## src/rtl/vga_timing_pkg.sv

```systemverilog
// ----------------------------------------------------------------------------
// vga_timing_pkg
// Shared definitions for the VGA timing generators.
//   - ST_* : state encodings used by the vertical generator and exposed on its
//            debug state output.
//   - DEF_*_LINES : default 640x480 vertical interval lengths.
//   - min_cnt_width() : smallest counter width that can hold a given value.
// ----------------------------------------------------------------------------
package vga_timing_pkg;

    localparam logic [2:0] ST_IDLE   = 3'd0;
    localparam logic [2:0] ST_SYNC   = 3'd1;
    localparam logic [2:0] ST_BACK   = 3'd2;
    localparam logic [2:0] ST_ACTIVE = 3'd3;
    localparam logic [2:0] ST_FRONT  = 3'd4;

    localparam int DEF_PULSE_LINES  = 2;
    localparam int DEF_BACK_LINES   = 29;
    localparam int DEF_ACTIVE_LINES = 480;
    localparam int DEF_FRONT_LINES  = 10;

    // Number of bits needed to represent max_value (at least 1).
    function automatic int min_cnt_width(input int max_value);
        int w;
        w = 1;
        while ((1 << w) <= max_value) begin
            w = w + 1;
        end
        return w;
    endfunction

endpackage

```

## src/rtl/vga_interval_counter.sv

```systemverilog
// ----------------------------------------------------------------------------
// vga_interval_counter
// Tick-enabled counter with terminal-count compare and synchronous clear.
// Counts 0..i_last, advancing only on i_tick, and wraps to 0 on the tick that
// arrives while at i_last.
// Ports:
//   clk, reset     : clock, asynchronous active-high reset
//   i_clear        : synchronous clear (wins over i_tick)
//   i_tick         : advance strobe
//   i_last         : terminal value of the current interval
//   o_count_nxt    : value the counter takes at the next clk edge, so the
//                    parent can register outputs aligned with the counter
//   o_at_last      : current count equals i_last
// ----------------------------------------------------------------------------
module vga_interval_counter #(
    parameter int W = 10
) (
    input  logic         clk,
    input  logic         reset,
    input  logic         i_clear,
    input  logic         i_tick,
    input  logic [W-1:0] i_last,
    output logic [W-1:0] o_count_nxt,
    output logic         o_at_last
);

    logic [W-1:0] r_count;

    assign o_at_last = (r_count == i_last);

    always_comb begin
        o_count_nxt = r_count;
        if (i_clear) begin
            o_count_nxt = '0;
        end else if (i_tick) begin
            o_count_nxt = o_at_last ? '0 : r_count + W'(1);
        end
    end

    always_ff @(posedge clk or posedge reset) begin
        if (reset) begin
            r_count <= '0;
        end else begin
            r_count <= o_count_nxt;
        end
    end

endmodule

```

## src/rtl/vga_vtiming_gen.sv

```systemverilog
// ----------------------------------------------------------------------------
// vga_vtiming_gen
// Vertical timing generator. Steps SYNC -> BACK -> ACTIVE -> FRONT -> SYNC,
// advancing whole lines on line_tick from the horizontal generator.
// Ports:
//   clk, reset      : clock, asynchronous active-high reset
//   enable          : run request; low returns to IDLE on the next clk
//   line_tick       : one-cycle end-of-line strobe
//   vsync           : vertical sync, active level set by SYNC_ACTIVE_LOW
//   display_active  : high only in ACTIVE
//   line            : active line index, 0 outside ACTIVE
//   row             : line / SCALE, 0 outside ACTIVE
//   frame_start     : one-cycle pulse on every entry to SYNC
//   frame_count     : completed frames, wrapping
//   state           : current state encoding (debug)
// All outputs are registered and updated on the same edge as the state, by
// computing each from the next-state values.
// ----------------------------------------------------------------------------
module vga_vtiming_gen
    import vga_timing_pkg::*;
#(
    parameter int PULSE_LINES     = DEF_PULSE_LINES,
    parameter int BACK_LINES      = DEF_BACK_LINES,
    parameter int ACTIVE_LINES    = DEF_ACTIVE_LINES,
    parameter int FRONT_LINES     = DEF_FRONT_LINES,
    parameter int SCALE           = 4,
    parameter bit SYNC_ACTIVE_LOW = 1'b1,
    parameter int LINE_W          = 10,
    parameter int ROW_W           = 7,
    parameter int FRAME_W         = 8
) (
    input  logic               clk,
    input  logic               reset,
    input  logic               enable,
    input  logic               line_tick,
    output logic               vsync,
    output logic               display_active,
    output logic [LINE_W-1:0]  line,
    output logic [ROW_W-1:0]   row,
    output logic               frame_start,
    output logic [FRAME_W-1:0] frame_count,
    output logic [2:0]         state
);

    localparam int   SUB_W    = min_cnt_width(SCALE - 1);
    localparam logic SYNC_LVL = SYNC_ACTIVE_LOW ? 1'b0 : 1'b1;

    logic [2:0]         r_state;
    logic               r_vsync;
    logic               r_active;
    logic [LINE_W-1:0]  r_line;
    logic [ROW_W-1:0]   r_row;
    logic [SUB_W-1:0]   r_sub;
    logic               r_frame_start;
    logic [FRAME_W-1:0] r_frame_count;

    logic               w_running;
    logic [LINE_W-1:0]  w_last;
    logic [LINE_W-1:0]  w_cnt_nxt;
    logic               w_at_last;
    logic               w_end;
    logic [2:0]         w_state_nxt;
    logic               w_frame_start_nxt;
    logic [FRAME_W-1:0] w_frame_count_nxt;
    logic [ROW_W-1:0]   w_row_nxt;
    logic [SUB_W-1:0]   w_sub_nxt;

    // Counting happens only in the four frame intervals with enable high;
    // everywhere else the interval counter is held at 0.
    assign w_running = enable && (r_state == ST_SYNC || r_state == ST_BACK ||
                                  r_state == ST_ACTIVE || r_state == ST_FRONT);

    always_comb begin
        w_last = '0;
        case (r_state)
            ST_SYNC:   w_last = LINE_W'(PULSE_LINES - 1);
            ST_BACK:   w_last = LINE_W'(BACK_LINES - 1);
            ST_ACTIVE: w_last = LINE_W'(ACTIVE_LINES - 1);
            ST_FRONT:  w_last = LINE_W'(FRONT_LINES - 1);
            default:   w_last = '0;
        endcase
    end

    vga_interval_counter #(.W(LINE_W)) u_line_cnt (
        .clk         (clk),
        .reset       (reset),
        .i_clear     (!w_running),
        .i_tick      (line_tick),
        .i_last      (w_last),
        .o_count_nxt (w_cnt_nxt),
        .o_at_last   (w_at_last)
    );

    assign w_end = line_tick && w_at_last;

    always_comb begin
        w_state_nxt       = r_state;
        w_frame_start_nxt = 1'b0;
        w_frame_count_nxt = r_frame_count;
        if (!enable) begin
            w_state_nxt = ST_IDLE;
        end else begin
            case (r_state)
                ST_IDLE: begin
                    w_state_nxt       = ST_SYNC;
                    w_frame_start_nxt = 1'b1;
                end
                ST_SYNC:   if (w_end) w_state_nxt = ST_BACK;
                ST_BACK:   if (w_end) w_state_nxt = ST_ACTIVE;
                ST_ACTIVE: if (w_end) w_state_nxt = ST_FRONT;
                ST_FRONT: begin
                    if (w_end) begin
                        w_state_nxt       = ST_SYNC;
                        w_frame_start_nxt = 1'b1;
                        w_frame_count_nxt = r_frame_count + FRAME_W'(1);
                    end
                end
                default:   w_state_nxt = ST_IDLE;
            endcase
        end
    end

    // Row divider: sub-counter counts lines within a logical row. Entering
    // ACTIVE finds both already cleared, so row 0 starts at line 0.
    always_comb begin
        w_sub_nxt = r_sub;
        w_row_nxt = r_row;
        if (w_state_nxt != ST_ACTIVE) begin
            w_sub_nxt = '0;
            w_row_nxt = '0;
        end else if (r_state == ST_ACTIVE && line_tick) begin
            if (r_sub == SUB_W'(SCALE - 1)) begin
                w_sub_nxt = '0;
                w_row_nxt = r_row + ROW_W'(1);
            end else begin
                w_sub_nxt = r_sub + SUB_W'(1);
            end
        end
    end

    always_ff @(posedge clk or posedge reset) begin
        if (reset) begin
            r_state       <= ST_IDLE;
            r_vsync       <= ~SYNC_LVL;
            r_active      <= 1'b0;
            r_line        <= '0;
            r_row         <= '0;
            r_sub         <= '0;
            r_frame_start <= 1'b0;
            r_frame_count <= '0;
        end else begin
            r_state       <= w_state_nxt;
            r_vsync       <= (w_state_nxt == ST_SYNC) ? SYNC_LVL : ~SYNC_LVL;
            r_active      <= (w_state_nxt == ST_ACTIVE);
            r_line        <= (w_state_nxt == ST_ACTIVE) ? w_cnt_nxt : '0;
            r_row         <= w_row_nxt;
            r_sub         <= w_sub_nxt;
            r_frame_start <= w_frame_start_nxt;
            r_frame_count <= w_frame_count_nxt;
        end
    end

    assign vsync          = r_vsync;
    assign display_active = r_active;
    assign line           = r_line;
    assign row            = r_row;
    assign frame_start    = r_frame_start;
    assign frame_count    = r_frame_count;
    assign state          = r_state;

endmodule

```

## config.mk

```make
export PLATFORM = sky130hd
export DESIGN_NAME = vga_vtiming_gen
export DESIGN_NICKNAME = d
export VERILOG_FILES = /design/src/rtl/vga_timing_pkg.sv /design/src/rtl/vga_interval_counter.sv /design/src/rtl/vga_vtiming_gen.sv
export SDC_FILE = /design/constraint.sdc
export NUM_CORES = 1
export LEC_CHECK = 0
export ABC_AREA = 1
export ABC_CLOCK_PERIOD_IN_PS = 2610
export CAP_MARGIN = 15
export CORE_ASPECT_RATIO = 0.8
export CORE_MARGIN = 1
export CORE_UTILIZATION = 55
export CTS_BUF_LIST = sky130_fd_sc_hd__clkbuf_4 sky130_fd_sc_hd__clkbuf_8
export DETAILED_ROUTE_END_ITERATION = 8
export PLACE_DENSITY = 0.81
export SYNTH_ARGS = -nofsm -noshare
export SYNTH_HDL_FRONTEND = slang
export SYNTH_SLANG_ARGS = --single-unit
export TNS_END_PERCENT = 10
```

## constraint.sdc

```tcl
create_clock -name clk -period 2.61 [get_ports clk]
set_clock_uncertainty 0.2 [all_clocks]
set_input_delay 0.3915 -clock clk [delete_from_list [all_inputs] [get_ports clk]]
set_output_delay 0.3915 -clock clk [all_outputs]
set_load 0.1 [all_outputs]
```

After elaboration in Yosys (flattened, before gate mapping)
Index checks and enable logic that the tools add are counted.
Word-level totals
  flip-flop bits (word level): 43
  input port bits: 4
  word-level logic and storage cells: 54
Cells by class
  add/subtract/negate cells: 4
  eq/ne operators: 9
  muxes and demuxes: 21
  reduce and logical (&&, ||, !) cells: 11
Operator list (count)
  two-way mux 10 bit: 4
  case mux 9 bit (4 select lines): 1
  two-way mux 7 bit: 3
  two-way mux 3 bit: 5
  case mux 3 bit (5 select lines): 1
  adder 10 x 1 -> 10 bit, second input constant: 1
  == test 10 x 9 -> 1 bit: 1
  == test 3 x 2 -> 1 bit, second input constant: 3
  adder 8 x 1 -> 8 bit, second input constant: 1
  adder 7 x 1 -> 7 bit, second input constant: 1
  == test 3 x 1 -> 1 bit, second input constant: 2
  two-way mux 2 bit: 3
  nonzero test 2 bit: 2
  == test 3 bit, second input constant: 1
  logical AND 1 bit: 3
  zero test 3 bit: 1
  logical OR 1 bit: 3
  two-way mux 1 bit: 3
  inequality test 3 x 2 -> 1 bit, second input constant: 1
  AND reduction 3 bit: 1
  adder 2 x 1 -> 2 bit, second input constant: 1
  == test 2 bit, second input constant: 1
  case mux 1 bit (2 select lines): 1
  AND reduction 2 bit: 1

Depth between registers and ports, before layout
  depth after elaboration: 10
  mapped depth: 13

By module
A second synthesis with hierarchy kept.
Second synthesis, totals
  cell total of the unflattened synthesis: 292
  area total of the unflattened synthesis: 2394.8 um^2
Modules (own cells, without submodules)
  vga_vtiming_gen: instances 1, cells an instance 185, area each 1645.3 um^2, seq. area each 827.0 um^2
  vga_interval_counter: instances 1, cells an instance 107, area each 749.5 um^2, seq. area each 250.2 um^2

Worst setup path before layout
No wires, ideal clock.
  path type: reg2reg
  start point: register r_state[1] (netlist: state[1])
  end point: register r_frame_count[5] (netlist: frame_count[5])
  library setup time: 0.122 ns
  data arrival time: 2.331 ns
  data required time: 2.288 ns
  path slack: -0.044 ns
  cell stages (with the launch flop): 13
  path buffers: 1
  cell sequence: dfrtp_1 buf_6 nand2_1 nor2_2 nand2_1 nand2_1 nand3_2 nor2_4 nand3_2 nor3_4 nand3_1 nand2_1 nand2_1
On the way
  longest elaborated chain between the ends: 5
Ends and longest elaborated chain
  start, declared: RTL line vga_vtiming_gen.sv:48  | logic [2:0] r_state;
  start signal, assigned: RTL line vga_vtiming_gen.sv:152  | r_state <= w_state_nxt;
  == test 3 bit, or another cell as far along: RTL line vga_vtiming_gen.sv:75, vga_vtiming_gen.sv:103
  case mux 9 bit (4 select lines): RTL line vga_vtiming_gen.sv:75  | case (r_state)
  == test 10 x 9 -> 1 bit: RTL line vga_interval_counter.sv:29  | assign o_at_last = (r_count == i_last);
  logical AND 1 bit: RTL line vga_vtiming_gen.sv:94  | assign w_end = line_tick && w_at_last;
  AND reduction 3 bit (no source line) *
  end signal, assigned: RTL line vga_vtiming_gen.sv:159  | r_frame_count <= w_frame_count_nxt;
  end, declared: RTL line vga_vtiming_gen.sv:55  | logic [FRAME_W-1:0] r_frame_count;
Every way passes the cells marked *; elsewhere a longest branch is shown, timed or not.
A chain may end at the register's enable or synchronous reset.

Final worst setup path
  start point: register r_state[0] (netlist: state[0])
  end point: register r_line[2] (netlist: line[2])
On the way
  longest elaborated chain between the ends: 9
Ends and longest elaborated chain
  == test 3 bit, or another cell as far along: RTL line vga_vtiming_gen.sv:71, vga_vtiming_gen.sv:75, vga_vtiming_gen.sv:103
  case mux 9 bit (4 select lines): RTL line vga_vtiming_gen.sv:75
  == test 10 x 9 -> 1 bit: RTL line vga_interval_counter.sv:29
  logical AND 1 bit: RTL line vga_vtiming_gen.sv:94
  two-way mux 3 bit (on tied branches)
  case mux 3 bit (5 select lines): RTL line vga_vtiming_gen.sv:103  | case (r_state)
  two-way mux 3 bit: RTL line vga_vtiming_gen.sv:100  | if (!enable) begin
  == test 3 x 2 -> 1 bit: RTL line vga_vtiming_gen.sv:155  | r_line <= (w_state_nxt == ST_ACTIVE) ? w_cnt_nxt : '0;
  two-way mux 10 bit *: RTL line vga_vtiming_gen.sv:155
  end signal, assigned: RTL line vga_vtiming_gen.sv:155
  end, declared: RTL line vga_vtiming_gen.sv:51  | logic [LINE_W-1:0] r_line;
Marked as above.

==> results.json <==
{
  "drive_gt1_share_pct": 23.82,
  "avgViaCountPerCell": 5.152,
  "syn_nets": 285,
  "synth_edf_count": 0,
  "crit_slowest_cell": "dfrtp_1",
  "path_max_fanout": 10,
  "cts_tree": "yes",
  "ys_ff_latch": 43,
  "dieArea_mm2": 0.004544,
  "cts_resized": 0,
  "wl_um": 4828,
  "fmaxAchievable_mhz": 446.3,
  "layout_min_cycle_time_ps": 2241,
  "clk_latency_ps": 300,
  "first_pass_iters": 4,
  "worstSetupPathType": "flip-flop to flip-flop",
  "antenna_found_initial": 0,
  "root_buffer": "clkbuf_8",
  "io_buffers": 34,
  "synth-simple-area-share_pct": 33.51,
  "drtAntennaViolNets": 0,
  "finalSetupViolCount": 0,
  "wl_per_cell_um": 12.91,
  "gp_congestion": 0.9902,
  "cts.sinks": 43,
  "seq_area_frac_synth_pct": 45.80,
  "grt_pass1_vias": 1714,
  "synth.area.top_cells": "dfrtp_1 45%, nand2_1 9.1%, inv_1 5.7%",
  "fin_crit_sh_pct": 85.85,
  "antenna_cells": 0,
  "ys.warnings.count": 0,
  "syn-instance-count": 277,
  "max_cap_viol_count": 0,
  "cp_data_required_time_ps": 2600,
  "area_growth_pct": 19.20,
  "synth_top_cell_by_area": "dfrtp_1",
  "ys.flop_type": "dfrtp_1",
  "hold_viol": 0,
  "arrival_ps": 2230,
  "crit_chain": "nand2_1 -> nor2_2 -> nand2_1 -> nand2_1 -> nand3_2 -> inv_1 -> nand3_1 -> nand4_4 -> buf_4 -> nor3_2",
  "die_h_um": 60.50,
  "relSlewSlack_pct": 64.90,
  "fin_area_mm2": 0.002804,
  "yosys.area_share.adder_pct": 2.128,
  "io_pins": 35,
  "crit_top_cell": "nand2_1",
  "max_stage_delay_ps": 500,
  "maxSlewViolCount": 0,
  "tns_ps": 0,
  "synth-xor-area-share_pct": 4.840,
  "drt_iter0_markers": 121,
  "globalRouteOverflowTotal": 0,
  "hold_slack_ps": 291.9,
  "avgSynthCellArea_um2": 8.492,
  "dpl_cell_area_mm2": 0.002690,
  "coreArea_mm2": 0.003954,
  "cts_buffers": 5,
  "netlist_top_cells_count": "57 x nand2_1, 42 x dfrtp_1, 36 x inv_1",
  "cts_setup_buffers": 0,
  "grt_pass1_wl_um": 7941,
  "cts_hold_buf": 0,
  "cp_top_family": "simple AND/OR/NAND/NOR gates",
  "fp.dieW_um": 75.12,
  "via_count": 1927,
  "outcome": "finished, final reports clean",
  "hp-class": "flip-flop to flip-flop",
  "rsz0062_at_grt": "no",
  "initial_utilization_pct": 59.49,
  "cts.path.max_buffers": 2,
  "syn_area_mm2": 0.002352,
  "synthMuxAreaShare_pct": 0.4787,
  "drc": 0,
  "row_count": 20,
  "synth-compound-area-share_pct": 5.479,
  "cellLeakagePower_nw": 1.459,
  "startpoint_type": "flip-flop",
  "grt_util_all_layers_pct": 24.10,
  "synth.distinct_cells": 36,
  "layout.nets": 326,
  "synth.most_common_cell": "nand2_1",
  "clk_pin_slew_worst_paths_ps": 80,
  "grt_max_degree": 44,
  "htree_levels": 2,
  "power.density_mw_per_mm2": 747.0,
  "hpwl_um": 3600,
  "timing.critical_path.buf_inv": 2,
  "async_flop_share_pct": 100.0,
  "netlist.area_leader.share_pct": 44.68,
  "vdd_drop_max_mv": 0.7486,
  "critical_path.endpoint_type": "flip-flop",
  "worst_pin_slew_ps": 526.6,
  "synth_top_family_by_area": "simple AND/OR/NAND/NOR gates"
}
[layout make-up]
| class | instances | area, µm² |
|---|---|---|
| inverter | 38 | 142.6 |
| clock buffer | 7 | 83.83 |
| clock inverter | 1 | 30.03 |
| multi-input combinational | 190 | 1092 |
| sequential | 43 | 1079 |
| fill | 345 | 1150 |
| timing repair buffer | 40 | 307.8 |
| tap | 55 | 68.82 |
[stage by stage]
step                      instances  total power [mW]  utilization [%]  setup slack, ps
final                           374             2.095            70.92            369.2
after global placement          366             1.555            68.04            234.1
after floorplan                 277             1.414                -            2.297
after detailed placement        366             1.568            68.04            212.6
after CTS                       374             2.102            70.92            396.9
after global routing            374             2.198            70.92            222.1
[final timing paths]
| path | start | endpoint | slack, ps | depth (start not counted) |
|---|---|---|---|---|
| worst min-delay path | r_sub[1] | r_sub[1] | 290 | 2 |
| min in group asynchronous | reset | row[2] | 320 | 3 |
| worst max register to register | state[0] | line[2] | 370 | 10 |
| worst max-delay path | state[0] | line[2] | 370 | 10 |
| worst min register to register | r_sub[1] | r_sub[1] | 290 | 2 |
| max in group asynchronous | reset | state[1] | 1510 | 3 |
[per-layer routing]
layer  global-route usage [%]  up-vias  share of wire [%]
met5                        0        -                  0
met4                    10.78        0                1.9
met3                    4.817        9                4.1
met2                    33.59       53                 41
met1                    36.17      881                 53
li1                         -      984                  -
[worst register-to-register path, delay by kind of cell (launching register included)]
kind                   cells  cell delay, ps
DFF                        1             500
buffers and inverters      2             320
and+or+nand+nor            8            1110
[where the power goes]
part	internal (mW)	total (mW)	switching, mW
clock	0.307	0.532	0.225
combinational	0.190	0.798	0.607
sequential	0.712	0.764	0.0518
[registers in the layout, indices dropped and copies added, names as in the netlist]
name,cells
vsync,1
row,7
u_line_cnt.r_count,10
frame_start,1
display_active,1
r_sub,2
state,3
line,10
frame_count,8
[cell families after synthesis]
family,Yosys count
AND/OR/NAND/NOR,152
buffers and inverters,44
flip-flops,43
AO/OA/AOI/OAI,20
XOR/XNOR,13
adder cells (fa/ha/maj),4
multiplexers,1
[cells in the final DEF, fill, tap and decap left out, drive strengths merged, types with 2 or more instances in the layout]
cell / instances
a21oi: 7
buf: 37
clkbuf: 7
clkdlybuf4s50: 3
dfrtp: 42
ha: 4
inv: 38
nand2: 60
nand3: 23
nand4: 16
nor2: 32
nor3: 18
nor4: 2
o21ai: 9
xnor2: 4
xor2: 9
Power figures use the tool's default switching activity.
